--- src/rtl/ikaopll_acc_mixer_pkg.sv ---
// Shared widths and saturation helper for the OPLL DAC accumulator/mixer.
// Defaults here size the mixer and its clamp path.
package ikaopll_acc_mixer_pkg;

    localparam int DEF_NUM_STREAMS = 2;
    localparam int DEF_SAMPLE_W    = 10;
    localparam int DEF_VOL_W       = 5;
    localparam int DEF_OUT_W       = 16;
    localparam int DEF_GUARD_W     = 4;
    localparam int DEF_ACC_W       = DEF_OUT_W + DEF_GUARD_W;

    typedef struct packed {
        logic                        clip;
        logic signed [DEF_OUT_W-1:0] val;
    } sat_res_t;

    // Reduce an accumulator to output width; clip flags lost high bits.
    function automatic sat_res_t sat_default(
        input logic signed [DEF_ACC_W-1:0] acc,
        input logic                        wrap
    );
        sat_res_t           r;
        logic [DEF_GUARD_W:0] hi;
        logic               ext_ok;
        hi     = acc[DEF_ACC_W-1:DEF_OUT_W-1];
        ext_ok = (&hi) | ~(|hi);
        r.clip = ~ext_ok;
        r.val  = acc[DEF_OUT_W-1:0];
        if (!ext_ok && !wrap) begin
            r.val = acc[DEF_ACC_W-1]
                  ? {1'b1, {(DEF_OUT_W-1){1'b0}}}
                  : {1'b0, {(DEF_OUT_W-1){1'b1}}};
        end
        return r;
    endfunction

endpackage

--- src/rtl/ikaopll_acc_sat.sv ---
// Combinational clamp or wrap of the frame accumulator to output width.
// clip is raised whenever the discarded high bits are not a sign extension.
module ikaopll_acc_sat
    import ikaopll_acc_mixer_pkg::*;
#(
    parameter int ACC_W    = DEF_ACC_W,
    parameter int OUT_W    = DEF_OUT_W,
    parameter bit SATURATE = 1'b1
) (
    input  logic signed [ACC_W-1:0] acc,
    output logic signed [OUT_W-1:0] sample,
    output logic                    clip
);

    localparam logic signed [OUT_W-1:0] MAX_V = {1'b0, {(OUT_W-1){1'b1}}};
    localparam logic signed [OUT_W-1:0] MIN_V = {1'b1, {(OUT_W-1){1'b0}}};

    logic ovf;

    generate
        if (ACC_W > OUT_W) begin : g_guard
            logic [ACC_W-OUT_W:0] hi;
            assign hi  = acc[ACC_W-1:OUT_W-1];
            assign ovf = ~((&hi) | ~(|hi));
        end else begin : g_noguard
            assign ovf = 1'b0;
        end
    endgenerate

    always_comb begin
        sample = acc[OUT_W-1:0];
        if (SATURATE && ovf) begin
            sample = acc[ACC_W-1] ? MIN_V : MAX_V;
        end
    end

    assign clip = ovf;

endmodule

--- src/rtl/ikaopll_acc_mixer.sv ---
// Per-frame multiply-accumulate mixer of OPLL DAC streams with volume,
// mute, clamp/wrap output conversion and sticky clip/frame-error flags.
module ikaopll_acc_mixer
    import ikaopll_acc_mixer_pkg::*;
#(
    parameter int NUM_STREAMS = DEF_NUM_STREAMS,
    parameter int SAMPLE_W    = DEF_SAMPLE_W,
    parameter int VOL_W       = DEF_VOL_W,
    parameter int OUT_W       = DEF_OUT_W,
    parameter int GUARD_W     = DEF_GUARD_W,
    parameter bit SATURATE    = 1'b1,
    parameter int MAX_SAMPLES = 18,
    localparam int SEL_W = (NUM_STREAMS > 1) ? $clog2(NUM_STREAMS) : 1
) (
    input  logic                          i_EMUCLK,
    input  logic                          i_RST_n,
    input  logic                          i_phi1_NCEN_n,
    input  logic                          i_CYCLE_00,
    input  logic                          i_DAC_EN,
    input  logic [SEL_W-1:0]              i_STREAM_SEL,
    input  logic signed [SAMPLE_W-1:0]    i_SAMPLE,
    input  logic [NUM_STREAMS*VOL_W-1:0]  i_VOL,
    input  logic [NUM_STREAMS-1:0]        i_MUTE,
    input  logic                          i_CLIP_CLR,
    output logic                          o_STRB,
    output logic signed [OUT_W-1:0]       o_SAMPLE,
    output logic                          o_CLIP,
    output logic                          o_FRAME_ERR
);

    localparam int PROD_W  = SAMPLE_W + VOL_W;
    localparam int ACC_W   = OUT_W + GUARD_W;
    localparam int CNT_MAX = MAX_SAMPLES + 1;
    localparam int CNT_W   = $clog2(CNT_MAX + 1);

    logic                    tick;
    logic signed [VOL_W-1:0] vol_sel;
    logic                    sel_live;
    logic signed [PROD_W-1:0] prod;
    logic signed [ACC_W-1:0]  add;
    logic signed [ACC_W-1:0]  acc;
    logic [CNT_W-1:0]        cnt;
    logic [CNT_W-1:0]        cnt_nxt;
    logic                    err_set;
    logic signed [OUT_W-1:0] sat_val;
    logic                    sat_clip;

    assign tick = ~i_phi1_NCEN_n;

    // Out-of-range selects match no stream and leave the product at zero.
    always_comb begin
        vol_sel  = '0;
        sel_live = 1'b0;
        for (int k = 0; k < NUM_STREAMS; k++) begin
            if (i_STREAM_SEL == SEL_W'(k)) begin
                vol_sel  = i_VOL[k*VOL_W +: VOL_W];
                sel_live = ~i_MUTE[k];
            end
        end
    end

    always_comb begin
        prod = '0;
        if (sel_live) begin
            prod = PROD_W'(i_SAMPLE) * PROD_W'(vol_sel);
        end
        add = i_DAC_EN ? ACC_W'(prod) : '0;
    end

    always_comb begin
        cnt_nxt = cnt;
        if (i_CYCLE_00) begin
            cnt_nxt = i_DAC_EN ? CNT_W'(1) : '0;
        end else if (i_DAC_EN && cnt != CNT_W'(CNT_MAX)) begin
            cnt_nxt = cnt + CNT_W'(1);
        end
        err_set = (cnt_nxt == CNT_W'(CNT_MAX))
                && (i_CYCLE_00 || cnt != CNT_W'(CNT_MAX));
    end

    ikaopll_acc_sat #(
        .ACC_W    (ACC_W),
        .OUT_W    (OUT_W),
        .SATURATE (SATURATE)
    ) u_sat (
        .acc    (acc),
        .sample (sat_val),
        .clip   (sat_clip)
    );

    // Strobe drops on the next EMUCLK regardless of the phi1 enable.
    always_ff @(posedge i_EMUCLK) begin
        if (!i_RST_n) begin
            acc         <= '0;
            cnt         <= '0;
            o_SAMPLE    <= '0;
            o_STRB      <= 1'b0;
            o_CLIP      <= 1'b0;
            o_FRAME_ERR <= 1'b0;
        end else begin
            o_STRB <= tick & i_CYCLE_00;
            if (tick) begin
                acc <= i_CYCLE_00 ? add : acc + add;
                cnt <= cnt_nxt;
                if (i_CYCLE_00) begin
                    o_SAMPLE <= sat_val;
                end
                o_CLIP <= (i_CYCLE_00 & sat_clip)
                        | (o_CLIP & ~i_CLIP_CLR);
                o_FRAME_ERR <= err_set
                             | (o_FRAME_ERR & ~i_CLIP_CLR);
            end
        end
    end

endmodule

--- config.mk ---
export PLATFORM = sky130hd
export DESIGN_NAME = ikaopll_acc_mixer
export DESIGN_NICKNAME = d
export VERILOG_FILES = /design/src/rtl/ikaopll_acc_mixer_pkg.sv /design/src/rtl/ikaopll_acc_sat.sv /design/src/rtl/ikaopll_acc_mixer.sv
export SDC_FILE = /design/constraint.sdc
export NUM_CORES = 1
export LEC_CHECK = 0
export ABC_AREA = 1
export CAP_MARGIN = 20
export CORE_UTILIZATION = 41
export DETAILED_ROUTE_END_ITERATION = 8
export SLEW_MARGIN = 15
export SYNTH_ARGS = -nofsm -noshare
export SYNTH_HDL_FRONTEND = slang
export SYNTH_HIERARCHICAL = 1
export SYNTH_SLANG_ARGS = --single-unit
--- constraint.sdc ---
create_clock -name i_EMUCLK -period 12.4 [get_ports i_EMUCLK]
set_input_delay 2.48 -clock i_EMUCLK [delete_from_list [all_inputs] [get_ports i_EMUCLK]]
set_output_delay 2.48 -clock i_EMUCLK [all_outputs]
set_load 0.03 [all_outputs]
## Word-level counts from Yosys, hierarchy flattened

Cells that the tools add are included.

- Word-level logic and storage cells: 40
- Flip-flop bits (word level): 44
- Input bits: 29
- Output and inout bits: 19

- Add/sub/neg operators: 2
- Bitwise operators: 13
- Multipliers: 1
- Equal/unequal tests: 2
- Multiplexer cells: 10
- Reductions and logical operators: 6

Operators by type and width:

| kind | count |
|---|---|
| $mux W20 | 2 |
| $mux W16 | 2 |
| $add A20 B20 Y20 | 1 |
| $mul A10 B5 Y15 | 1 |
| $mux W15 | 1 |
| $mux W5 | 3 |
| $not A1 Y1 | 6 |
| $add A5 B1 Y5 const B | 1 |
| $eq A5 B5 Y1 const B | 1 |
| $ne A5 B5 Y1 const B | 1 |
| $reduce_and A5 Y1 | 1 |
| $reduce_or A5 Y1 | 1 |
| $and A1 B1 Y1 | 4 |
| $or A1 B1 Y1 | 3 |
| $logic_and A1 B1 Y1 | 2 |
| $mux W1 | 2 |
| $reduce_and A2 Y1 | 1 |
| $logic_or A1 B1 Y1 | 1 |

## Longest topological paths before layout

Gate-level depths: netlist of run 1.

- Word-level depth: 7
- Gate-level depth with buffers: 33
- Gate-level depth less buffers: 32

## Hierarchy

The synthesis of run 1 kept the hierarchy.

By module, submodules not included:

| module | times used | area each (um^2) | sequential area each (um^2) | cells an instance |
|---|---|---|---|---|
| ikaopll_acc_mixer | 1 | 4939.7 | 880.8 | 756 |
| ikaopll_acc_sat | 1 | 211.5 | 0.0 | 47 |

## Least setup slack after synthesis of run 1

No wires, ideal clock.

- Path kind: input to register
- From: input port i_STREAM_SEL
- To: register acc[18]
- Data required time: 12.285 ns
- Setup time: 0.115 ns
- Arrival: 7.257 ns
- Path slack: 5.028 ns
- Buffers on the path: 2
- Cell stages on the path: 30
- Cells stage by stage: buf_6 mux2i_1 clkbuf_1 nor2_1 fa_1 fa_1 inv_1 fa_1 inv_1 ha_1 nand3_1 nand3_2 nand2_1 nand3_1 nand3_1 nand3_1 or2_2 nand3_1 inv_1 ha_1 nand2_1 inv_1 a21oi_1 nor2_1 nor2_1 nand2_1 nor2_1 nor2_1 o21ai_0 inv_1

- Word-level cells in the longest chain between the ends: 6
- Elaborated cells between the ends (all ways): 7
- Those cells by class: add/sub (1); mul (1); mux (5)

RTL lines:

| what | RTL line | source |
|---|---|---|
| start: declaration | ikaopll_acc_mixer.sv:20 | `input logic [SEL_W-1:0] i_STREAM_SEL,` |
| $mux W5 | ikaopll_acc_mixer.sv:55 | `if (i_STREAM_SEL == SEL_W'(k)) begin` |
| $mul A10 B5 Y15 | ikaopll_acc_mixer.sv:65 | `prod = PROD_W'(i_SAMPLE) * PROD_W'(vol_sel);` |
| $mux W15 (*) | ikaopll_acc_mixer.sv:64 | `if (sel_live) begin` |
| $mux W20 (*) | ikaopll_acc_mixer.sv:67 | `add = i_DAC_EN ? ACC_W'(prod) : '0;` |
| $add A20 B20 Y20 | ikaopll_acc_mixer.sv:103 | `acc <= i_CYCLE_00 ? add : acc + add;` |
| $mux W20 (*) | ikaopll_acc_mixer.sv:103 |  |
| end signal: assignment | ikaopll_acc_mixer.sv:103 |  |
| end: declaration | ikaopll_acc_mixer.sv:41 | `logic signed [ACC_W-1:0] acc;` |

Mark *: on every way between the ends. The rest lies on a longest branch, timed or not.
A chain may end at the register's enable or synchronous reset.

## Final worst setup path of run 1

- From: input port i_STREAM_SEL
- To: register acc[19]

The elaborated chain is that of the path after synthesis.

==> run summary, run 1 <==
largest net degree at the start of global routing: 30
clock sinks: 44
area grow syn2layout: 14.9%
Post-synth EDFFs: 0
Clock Skew: 7.35 ps
Crit Path Max Fanout: 11
placed insts: 1,002
WP data arrival: 8910 ps
Seq/Total Area, Yosys: 17.1%
drt total wl: 12.7 mm
grt ovf: 0
hpwl dp: 10.3 mm
post-route cell area: 5920 sq um
most common cell after layout, fill and taps aside: nand2_1
IO buf count: 47
M1 GR Usage: 28.9%
Syn Inst Count: 803
clock-pin transition on the worst setup and hold timing paths: 60 ps
FF+latch area: 881 sq um
post-route setup TNS: 0 ps
Final Wtd Congestion: 0.928
first-pass GRT wire length: 22.0 mm
Mean Syn Cell Area: 6.41 sq um
max frequency: 115 MHz
VDD IR max: 0.0796 mV
area of the die: 13,000 sq um
root buf cell: clkbuf_16
all-layer global routing usage: 20.9%
Tcrit/Tclk final: 70.3%
run status: completed
CP Class: in -> reg
M2 GR Usage: 35.1%
Max clock buf depth: 2
Synth Net Count: 910
Synth Warn #: 6
unrepaired setup endpoints after global routing: no
met3 usage: 2.75%
power per cell area: 123 nW/um^2
H-Tree Depth: 2
post-DR wirelength/cell: 12.5 microns
busiest grt layer: met2
# diodes: 0
leakage: 3.13 nW
CTS resizes: 0
post-route ant nets: 0
hold_buf cts: 0
non-filler cells, final: 1,010
Max Cap Viol: 0
total power: 0.729 mW
vias in the first global route: 4,820
routed vias: 4,981
share of layout cells above drive strength 1: 4.04%
Starting Density: 42.5%
post-CTS repair timing setup buffer count: 0
First-pass DRT Iterations: 5
Synth Register Bits: 44
Worst setup SP type: input port
Iter 0 DRT Violations: 243
IO Pins: 48
DP Area: 5750 sq um
die height: 114 microns
area occupied by multi-input gates: 3650 sq um
endpoints failing hold: 0
commonest non-fill, non-tap cells in the layout: nand2_1 (179), nor2_1 (146), inv_1 (138)
number of nets in the layout: 948
Die Wd: 114 microns
via-per-instance ratio: 4.93
Placement Setup Slack: 3380 ps
fin. max-slew vios: 0
Final setup viols: 0
Slew HR: 33.8%
Crit path largest cell delay: 860 ps
crit path time final: 8710 ps
CTS tree: done
Row Count: 40
initial antenna violation count: 0
clk_lat worst skew: 290 ps
critical path required time: 12,590 ps
Most Frequent Cell on Critical Path: nand3_1
class of the worst hold path: reg -> reg
Fill cells: 1,311
mapped cell area: 5150 sq um
DRC Markers: 0
worst slew pin tran: 965 ps
asr flop ratio synth: 0%
CP Capture Type: register
Slowest-stage cell, CP: mux2i_1
CTS Buf Count: 5
Distinct cells, synth: 42
Core ar.: 12,100 sq um
Post-synth top flop: dfxtp_1
Setup WS post-layout: 3690 ps
## synth_stat cells (all sizes together) (2+ instances only)
library cell | instances | share of area [%]
nand4 | 7 | 0.85
xnor2 | 2 | 0.34
dfxtp | 44 | 17
fa | 33 | 13
a21o | 6 | 0.87
o221ai | 2 | 0.34
a211oi | 2 | 0.29
o21bai | 5 | 0.73
o211ai | 4 | 0.58
a21oi | 37 | 3.6
nor2 | 150 | 11
nand3b | 6 | 0.87
ha | 45 | 11
inv | 140 | 10
xor2 | 6 | 1.0
a31oi | 3 | 0.36
clkbuf | 12 | 0.87
nand2 | 185 | 14
mux2i | 5 | 0.97
nand3 | 44 | 4.4
buf | 6 | 0.97
a22oi | 2 | 0.29
nor3 | 2 | 0.19
o21ai | 41 | 4.3
or2 | 8 | 0.97
## final timing paths
check	startpoint	endpoint	slack [ps]	depth (start not counted)
worst max-delay path	i_STREAM_SEL	acc[19]	3690	30
worst min register to register	o_FRAME_ERR	o_FRAME_ERR	470	2
worst min-delay path	o_FRAME_ERR	o_FRAME_ERR	470	2
worst max register to register	acc[0]	acc[16]	10050	13
## through the flow
step | hold WS, ps | util (%)
3_3_place_gp | 459 | 47.5
3_5_place_dp | 466 | 47.5
4_1_cts | 473 | 48.9
6_report | 469 | 48.9
5_1_grt | 494 | 48.9
2_1_floorplan | 484 | -
## area by class of cell
cell class	count	area share [%]
multi-input combinational	601	61.7
inverter	140	8.88
clock buffer	5	2.11
tap	168	3.55
timing repair buffer	49	8.20
clock inverter	3	0.719
sequential	44	14.9
## registers in the layout, indices dropped and copies added, names as in the netlist
name and cells:
cnt 5, o_CLIP 1, o_FRAME_ERR 1, acc 20, o_STRB 1, o_SAMPLE 16
## metal layers
metal  vias to the layer above  part of all wire [%]
met2                        97                    46
li1                       2594                     -
met3                        10                   4.1
met4                         0                  0.74
met1                      2280                    49
met5                         -                     0
## cells by family (layout without fill, tap and decap cells)
kind of cell,after synthesis,in the layout,share of synthesized area (%)
flip-flops,44,44,17.1
XOR/XNOR,8,8,1.36
buffers and inverters,158,197,12.0
multiplexers,6,6,1.26
adder cells (fa/ha/maj),78,78,23.8
AND/OR/NAND/NOR,403,403,32.5
AO/OA/AOI/OAI,106,106,12.0
## power by group
part           leakage, nW  switching (mW)  internal [mW]
Sequential           0.362          0.0109          0.154
Combinational         2.69           0.254          0.155
Clock               0.0798          0.0593         0.0947
Total                 3.13           0.324          0.404
## worst max-delay path, delay by kind of cell
family,cells,cell delay (ps)
adder cells (fa/ha/maj),5,2370
buffers and inverters,6,1040
multiplexers,1,860
AND/OR/NAND/NOR,18,2160
Power figures use the tool's default switching activity.
==> run 2, diff against run 1 <==
==> constraint.sdc (replaced) <==
create_clock -name i_EMUCLK -period 9.05 [get_ports i_EMUCLK]
set_input_delay 1.81 -clock i_EMUCLK [delete_from_list [all_inputs] [get_ports i_EMUCLK]]
set_output_delay 1.81 -clock i_EMUCLK [all_outputs]
set_load 0.03 [all_outputs]
==> run 2 against run 1 <==
  * Combinational power is 37% higher
  * Die area stayed put
  * Highest routed layer unchanged
  * Largest cell class unchanged
  * Clock power is 39% higher
==> run summary, run 2 (same netlist as run 1, synthesis figures left out) <==
post-DR wirelength/cell: 12.8 microns (+1.8%)
first-pass GRT wire length: 23.0 mm (+4.4%)
Crit Path Max Fanout: 11 (unchanged)
IO Pins: 48 (unchanged)
H-Tree Depth: 2 (unchanged)
First-pass DRT Iterations: 5 (unchanged)
hold path startpoint: o_FRAME_ERR
# diodes: 0 (unchanged)
initial antenna violation count: 0 (unchanged)
all-layer global routing usage: 21.8% (+0.88 points)
reg2reg end: acc[16]
routed vias: 5,053 (+1.4%)
max reg flops: 20 (unchanged)
sequential share of power: 22.6% (about the same)
power share of the combinational group: 56.1% (about the same)
biggest regs: acc (20), o_SAMPLE (16), cnt (5)
post-route ant nets: 0 (unchanged)
CTS resizes: 0 (unchanged)
IO buf count: 47 (unchanged)
Final Wtd Congestion: 0.931 (+0.31%)
hpwl dp: 10.4 mm (+0.91%)
critical path required time: 9250 ps (-3340 ps)
net switching power figure: 0.447 mW (+38%)
share of layout cells above drive strength 1: 4.27% (+0.23 points)
Die Wd: 114 microns (unchanged)
number of nets in the layout: 950 (+0.21%)
Reg-to-Reg Start: acc[0]
clock sinks: 44 (unchanged)
WP data arrival: 8030 ps (-880 ps)
via-per-instance ratio: 4.99 (+1.2%)
Slowest-stage cell, CP: mux2i_1
CP Capture Type: register
Worst setup SP type: input port
VDD IR max: 0.0657 mV (-17%)
switching share of power: 44.5% (about the same)
Int Pwr: 0.556 mW (+38%)
Final setup viols: 0 (unchanged)
worst hold endpoint: o_FRAME_ERR
Most Frequent Cell on Critical Path: nand3_1
grt ovf: 0 (unchanged)
drt total wl: 12.9 mm (+2.0%)
crit path time final: 7830 ps
area grow syn2layout: 15.3%
endpoints failing hold: 0 (unchanged)
leakage: 3.14 nW (+0.44%)
Max clock buf depth: 2 (unchanged)
commonest non-fill, non-tap cells in the layout: nand2_1 (179), nor2_1 (146), inv_1 (138)
post-CTS repair timing setup buffer count: 0 (unchanged)
CTS Buf Count: 5 (unchanged)
CP Class: in -> reg
CTS tree: done
Max Cap Viol: 0 (unchanged)
Row Count: 40 (unchanged)
post-route setup TNS: 0 ps (unchanged)
largest net degree at the start of global routing: 30 (unchanged)
Slew HR: 37.3% (+3.5 points)
class of the worst hold path: reg -> reg
final core utilization: 49.0% (+0.17 points)
Core ar.: 12,100 sq um (unchanged)
clk_lat worst skew: 290 ps (about the same)
Iter 0 DRT Violations: 251 (+3.3%)
Clk pwr share: 21.3% (+0.2 points)
Starting Density: 42.5% (unchanged)
root buf cell: clkbuf_16
run status: completed
R2R depth: 13 (unchanged)
vias in the first global route: 4,998 (+3.7%)
Most flops, register: acc
fin. max-slew vios: 0 (unchanged)
clock-pin transition on the worst setup and hold timing paths: 70 ps (about the same)
DRC Markers: 0 (unchanged)
hold_buf cts: 0 (unchanged)
die height: 114 microns (unchanged)
Clock Skew: 7.08 ps (-0.271 ps)
most common cell after layout, fill and taps aside: nand2_1
max frequency: 128 MHz
Reg2Reg Setup Slack: 6700 ps (-3350 ps)
worst slew pin tran: 914 ps (-50.9 ps)
area of the die: 13,000 sq um (unchanged)
hold depth: 2 (unchanged)
Crit path largest cell delay: 820 ps (-40 ps)
unrepaired setup endpoints after global routing: no
Fill cells: 1,290 (-1.6%)
total power: 1.00 mW (+38%)
Tcrit/Tclk final: 86.5%
power per cell area: 169 nW/um^2 (+37%)
run 2: cell types whose count changed in the layout (fill, tap and decap cells not counted):
cell        previous run  this run
clkinv_4               0         2
clkinvlp_4             1         0
buf_4                  2         4
clkinv_2               1         0
run 2: worst max-delay path, delay by kind of cell:
family                     cells  cell delay [ps]
buffers and inverters          6              990
muxes                          1              820
adders and majority gates      5             2290
and+or+nand+nor               18             2100
run 2: cell type report:
type,instances,area (sq um),area share [%]
Sequential cell,44,881,14.8
Clock inverter,3,47.5,0.801
Inverter,140,526,8.85
Timing Repair Buffer,51,500,8.43
Multi-Input combinational cell,601,3650,61.4
Tap cell,168,210,3.54
Clock buffer,5,125,2.11
run 2: through the flow:
step	setup WS, ps	hold slack, ps	area, sq um	std cells
2_1_floorplan	2350	484	5150	803
3_3_place_gp	914	458	5770	1004
3_5_place_dp	900	463	5770	1004
4_1_cts	1210	479	5940	1012
5_1_grt	588	494	5940	1012
6_report	1220	474	5940	1012
run 2: worst max path at each step:
stage | end | cells after the start | slack (ps) | startpoint
6_report | acc[19] | 30 | 1220 | i_STREAM_SEL
5_1_grt | acc[19] | 30 | 590 | i_STREAM_SEL
4_1_cts | acc[19] | 30 | 1210 | i_STREAM_SEL
3_5_place_dp | acc[19] | 30 | 900 | i_STREAM_SEL
3_3_place_gp | acc[19] | 30 | 910 | i_STREAM_SEL
2_1_floorplan | acc[18] | 30 | 2350 | i_STREAM_SEL
run 2: power by group through the flow:
stage	Combinational [mW]	Clock, mW	Sequential [mW]
after floorplan	0.429	0	0.239
after global placement	0.555	0	0.231
after detailed placement	0.563	0	0.231
after CTS	0.567	0.221	0.227
after global routing	0.658	0.226	0.229
final	0.563	0.214	0.227
run 2: per-layer routing:
| layer | wire (microns) | vias up | global-route usage (%) |
|---|---|---|---|
| li1 | - | 2598 | - |
| met1 | 6370 | 2335 | 30.1 |
| met2 | 5880 | 105 | 36.4 |
| met3 | 463 | 15 | 2.70 |
| met4 | 197 | 0 | 4.50 |
| met5 | 0 | - | 0 |
